## src/rtl/rsz_pxl_forwarder.sv

```systemverilog
// Resized-pixel forwarder: walks the block buffer's "executed" flags in raster
// order, flushes each executed block through one-hot X/Y masks and re-emits
// its pixel on a valid/ready stream with coordinates and end-of-frame marking.
module rsz_pxl_forwarder #(
  parameter int RSZ_W     = 4,
  parameter int RSZ_H     = 4,
  parameter int COLOR_NUM = 3,
  parameter int COLOR_W   = 8,
  localparam int XW = (RSZ_W > 1) ? $clog2(RSZ_W) : 1,
  localparam int YW = (RSZ_H > 1) ? $clog2(RSZ_H) : 1,
  localparam int DW = COLOR_NUM * COLOR_W
) (
  input  logic                   Clk,
  input  logic                   Reset,
  input  logic                   Start,
  input  logic                   SoftClr,
  input  logic [RSZ_W*RSZ_H-1:0] BlkIsExec,
  input  logic [DW-1:0]          FlushRszPxlData,
  output logic [RSZ_W-1:0]       FlushBlkXMsk,
  output logic [RSZ_H-1:0]       FlushBlkYMsk,
  output logic                   FlushVld,
  output logic [DW-1:0]          RszPxlData,
  output logic [XW-1:0]          RszPxlX,
  output logic [YW-1:0]          RszPxlY,
  output logic                   RszPxlLast,
  output logic                   RszPxlVld,
  input  logic                   RszPxlRdy,
  output logic                   FrmDone,
  output logic                   Busy
);

  localparam int NBLK = RSZ_W * RSZ_H;
  localparam int IW   = $clog2(NBLK);
  localparam logic [XW-1:0] X_LAST = XW'(RSZ_W - 1);
  localparam logic [YW-1:0] Y_LAST = YW'(RSZ_H - 1);

  typedef enum logic [1:0] {
    IDLE  = 2'd0,
    RUN   = 2'd1,
    DRAIN = 2'd2
  } state_t;

  state_t        state;
  logic [XW-1:0] cur_x;
  logic [YW-1:0] cur_y;

  // Output register stage (one cycle behind the flush strobe)
  logic [DW-1:0] data_p1;
  logic [XW-1:0] x_p1;
  logic [YW-1:0] y_p1;
  logic          last_p1;
  logic          vld_p1;
  logic          frm_done;

  logic [IW-1:0] blk_idx;
  logic          blk_exec;
  logic          cur_last;
  logic          space;
  logic          accept;
  logic          flush;

  // Cursor decode: one-hot masks, flat flag index and the flush decision.
  // SoftClr suppresses the strobe so the buffer never clears a flag whose
  // pixel is about to be thrown away.
  always_comb begin
    FlushBlkXMsk = RSZ_W'(1) << cur_x;
    FlushBlkYMsk = RSZ_H'(1) << cur_y;
    blk_idx      = IW'(cur_y) * IW'(RSZ_W) + IW'(cur_x);
    blk_exec     = BlkIsExec[blk_idx];
    cur_last     = (cur_x == X_LAST) && (cur_y == Y_LAST);
    space        = ~vld_p1 | RszPxlRdy;
    accept       = vld_p1 & RszPxlRdy;
    flush        = (state == RUN) & blk_exec & space & ~SoftClr;
  end

  assign FlushVld   = flush;
  assign RszPxlData = data_p1;
  assign RszPxlX    = x_p1;
  assign RszPxlY    = y_p1;
  assign RszPxlLast = last_p1;
  assign RszPxlVld  = vld_p1;
  assign FrmDone    = frm_done;
  assign Busy       = (state != IDLE);

  // Frame FSM, raster cursor and registered output pixel
  always_ff @(posedge Clk or posedge Reset) begin
    if (Reset) begin
      state    <= IDLE;
      cur_x    <= '0;
      cur_y    <= '0;
      data_p1  <= '0;
      x_p1     <= '0;
      y_p1     <= '0;
      last_p1  <= 1'b0;
      vld_p1   <= 1'b0;
      frm_done <= 1'b0;
    end else if (SoftClr) begin
      state    <= IDLE;
      cur_x    <= '0;
      cur_y    <= '0;
      vld_p1   <= 1'b0;
      frm_done <= 1'b0;
    end else begin
      frm_done <= 1'b0;
      case (state)
        IDLE:    if (Start) state <= RUN;
        RUN:     if (flush && cur_last) state <= DRAIN;
        DRAIN: begin
          if (accept && last_p1) begin
            state    <= IDLE;
            frm_done <= 1'b1;
          end
        end
        default: state <= IDLE;
      endcase

      if (flush) begin
        data_p1 <= FlushRszPxlData;
        x_p1    <= cur_x;
        y_p1    <= cur_y;
        last_p1 <= cur_last;
        vld_p1  <= 1'b1;
        if (cur_x == X_LAST) begin
          cur_x <= '0;
          cur_y <= (cur_y == Y_LAST) ? '0 : cur_y + 1'b1;
        end else begin
          cur_x <= cur_x + 1'b1;
        end
      end else if (accept) begin
        vld_p1 <= 1'b0;
      end
    end
  end

endmodule
```

## config.mk

```make
export PLATFORM = sky130hd
export DESIGN_NAME = rsz_pxl_forwarder
export DESIGN_NICKNAME = d
export VERILOG_FILES = /design/src/rtl/rsz_pxl_forwarder.sv
export SDC_FILE = /design/constraint.sdc
export NUM_CORES = 1
export LEC_CHECK = 0
export ABC_AREA = 1
export CELL_PAD_IN_SITES_DETAIL_PLACEMENT = 1
export CELL_PAD_IN_SITES_GLOBAL_PLACEMENT = 1
export CORE_MARGIN = 10
export CORE_UTILIZATION = 29
export DETAILED_ROUTE_END_ITERATION = 12
export GPL_ROUTABILITY_DRIVEN = 1
export PLACE_DENSITY_LB_ADDON = 0.1
export SETUP_SLACK_MARGIN = 0.4
export SLEW_MARGIN = 10
export SYNTH_ARGS = -nofsm -noshare
export SYNTH_HDL_FRONTEND = slang
export SYNTH_SLANG_ARGS = --single-unit
```

## constraint.sdc

```tcl
create_clock -name Clk -period 2.8 [get_ports Clk]
set_clock_uncertainty 0.15 [all_clocks]
set_input_delay 0.56 -clock Clk [delete_from_list [all_inputs] [get_ports Clk]]
set_output_delay 0.56 -clock Clk [all_outputs]
set_load 0.02 [all_outputs]
```

==> flow_summary.yaml <==
detailed_routing:
  drt-total-wl_microns: 5980
  postRouteAntennaNets: 0
  drt-vias-per-instance: 4.41
  wire_per_inst_microns: 14.8
  vias: 1777
  drc_errors: 0
  drt-initial-drc-count: 59
  drtPass1Iterations: 4
hold_path:
  hold_depth: 1
  hold_start: "state[0]$_DFFE_PP0P_"
  whs_endpoint: "FrmDone$_DFF_PP0_"
  min_path_type: "flip-flop to flip-flop"
finish:
  final_cells: 403
  antennaDiodeCount: 0
  area_growth_pct: 63.1
  fin_util: 0.482
  nets: 378
  final_layout_size_suffix_gt1_frac: 0.141
place:
  pre_cts_ws_ps: -218
  numPortBuffers: 85
  dp_hpwl_microns: 4500
  gp_congestion: 0.745
  dp_cells: 390
synth:
  seq_area_frac_synth: 0.496
  async_flop_share: 1.00
  yosys_warnings: 0
  synth-edff-count: 0
  synth_adder_area_share: 0.0537
  synth_area_leaders: "dfrtp_1 50%, nand2_1 23%, ha_1 5.4%, inv_1 4.2%, nand3_1 3.2%"
  muxShareOfSynthArea: 0
  syn-num-nets: 280
  synth_ff_type: "dfrtp_1"
  avgSynthCellArea_sq_um: 8.22
  synth_top_area_frac: 0.496
  synth_xor_area_frac: 0
  yosysMostFrequentCell: "nand2_1"
  synth_compound_area_frac: 0.0282
  synth_top_family_by_area: "simple AND/OR/NAND/NOR gates"
  yosys.cell_types.count: 24
  synth-simple-area-share: 0.344
  synth.ff_latch_count: 37
  synth_cells: 227
  yosys-top-cells-count: "112 x nand2_1, 37 x dfrtp_1, 21 x inv_1, 12 x nand3_1, 8 x ha_1"
  yosysTopAreaCell: "dfrtp_1"
  synth_area_sq_mm: 0.00187
sta:
  rsz0062_at_grt: "true"
  setup_slack_ps: 416
  slew_viol_final: 0
  fin_crit_sh: 0.851
  max_freq_mhz: 419
  hold_viol_final: 0
  setup_viol: 0
  tightest_slew_ps: 491
  slew_headroom: 0.673
  fin_crit_ps: 2380
floorplan:
  initial_core_util: 0.295
  core_sq_mm: 0.00631
  ios: 86
  die_x_microns: 100
  row_count: 29
  dieArea_sq_mm: 0.0100
  die_h_microns: 100
worst_setup_path:
  critPathRequiredTime_ps: 2090
  slowest_stage: "dfrtp_2"
  rr_startpoint: "cur_x[0]$_DFFE_PP0P_"
  endpoint_kind: "primary output"
  crit_type: "flip-flop to primary output"
  cpMostUsedCell: "nand3_2"
  critPathMaxStageDelay_ps: 450
  crit_fanout: 5
  timing.rr.end: "state[0]$_DFFE_PP0P_"
  r2r_cells: 13
  worstPathCellList: "buf_2, nand2_1, nand3_2, nand3_2, nand3_2, nand2_4, nand3_4, nor2_8, buf_6"
  cp.arrival_ps: 1670
  cp-start-kind: "flip-flop"
  rrSetupSlack_ps: 620
power_and_ir_drop:
  p_leak_nw: 1.66
  vdd_drop_max_mv: 0.428
  switching_share: 0.405
  power_frac_seq: 0.319
  p_int_mw: 1.57
  p_comb_frac: 0.528
  p_sw_mw: 1.07
  power_mw: 2.63
  power_density_mw_per_mm2: 865
  clkPwrFrac: 0.153
global_routing:
  grt_usage: 0.118
  grt_overflow: 0
  antenna_found_initial: 0
  grt_pass1_wl_microns: 9510
  grt_pass1_vias: 1872
  grt_max_degree: 38
outcome:
  status: "finished, final reports clean"
clock_tree:
  cts_tree: "yes"
  htree_num_levels: 2
  cts_max_path_buffers: 2
  clk_latency_ps: 290
  cts_root_buffer: "clkbuf_8"
  clock_sinks: 37
  clkTransAtPathRegs_ps: 80
  cts_buffers: 5
run:
  drv_cap: 0
-- worst max-delay path: cells and delay by family, from the launching register on --
| family | cells | cell delay (ps) |
|---|---|---|
| buffers and inverters | 2 | 300 |
| flip-flops | 1 | 450 |
| AND/OR/NAND/NOR | 7 | 630 |
-- metrics by stage --
step	area [sq um]	TNS [ps]	hold WS (ps)
2_1_floorplan	1870	0	260
3_3_place_gp	2830	-211	285
3_5_place_dp	2830	-218	289
4_1_cts	2920	0	302
5_1_grt	3040	0	310
6_report	3040	0	301
-- how the worst max path moves through the flow --
stage                               from        to  cells past startpoint
floorplan           cur_x[0]$_DFFE_PP0P_  FlushVld                     12
global placement            BlkIsExec[5]  FlushVld                     10
detailed placement          BlkIsExec[2]  FlushVld                     10
CTS                         BlkIsExec[2]  FlushVld                     10
global route        cur_x[0]$_DFFE_PP0P_  FlushVld                      9
finish              cur_x[0]$_DFFE_PP0P_  FlushVld                      9
-- registers in the layout, summed over array words and instances, names as in the netlist --
register	flops
RszPxlLast	1
RszPxlVld	1
FrmDone	1
cur_y	2
cur_x	2
RszPxlY	2
state	2
RszPxlData	24
RszPxlX	2
-- kinds of logic after synthesis --
family          count (synthesis)
flops                          37
fa+ha+maj                       8
buf+inv                        30
compound gates                 10
simple gates                  142
-- cell type report --
| cell class | instances | area (sq um) |
|---|---|---|
| Clock buffer | 6 | 82.6 |
| Fill cell | 756 | 3270 |
| Inverter | 22 | 87.6 |
| Timing Repair Buffer | 99 | 1000 |
| Tap cell | 77 | 96.3 |
| Multi-Input combinational cell | 160 | 832 |
| Sequential cell | 37 | 927 |
| Clock inverter | 2 | 13.8 |
-- routing by layer --
metal / wire [microns] / vias up / global-route usage
met2: 2910 / 41 / 0.198
met4: 24 / 0 / 0.0228
li1: - / 889 / -
met3: 446 / 2 / 0.0570
met1: 2600 / 845 / 0.132
met5: 0 / - / 0
-- layout by cell type, fill, tap and decap left out, types with 2 or more instances in the layout --
cell type / synthesis / routed
buf_4: 0 / 11
buf_6: 4 / 2
clkbuf_8: 0 / 6
clkdlybuf4s50_1: 0 / 62
clkinv_4: 0 / 2
dfrtp_1: 37 / 36
dlygate4sd2_1: 0 / 6
dlymetal6s2s_1: 0 / 16
ha_1: 8 / 8
inv_1: 21 / 19
inv_2: 1 / 2
nand2_1: 112 / 111
nand2_2: 2 / 3
nand3_1: 12 / 5
nand3_2: 4 / 11
nor2_1: 4 / 4
o21ai_0: 7 / 7
-- power groups by stage --
stage / Combinational (mW) / Clock, mW / Sequential [mW]
2_1_floorplan: 0.501 / 0 / 1.07
3_3_place_gp: 1.36 / 0 / 0.833
3_5_place_dp: 1.37 / 0 / 0.840
4_1_cts: 1.37 / 0.417 / 0.835
5_1_grt: 1.53 / 0.443 / 0.868
6_report: 1.39 / 0.403 / 0.839
-- what timing repair did --
item / in CTS / in global routing
pin swaps: 0 / 16
setup buffers: 0 / 4
endpoints found under the setup margin: 9 / 2
gates cloned: 0 / 1
gates resized for setup: 14 / 28
hold buffers: 0 / 0
No activity file was read; power rests on OpenSTA's default activity.
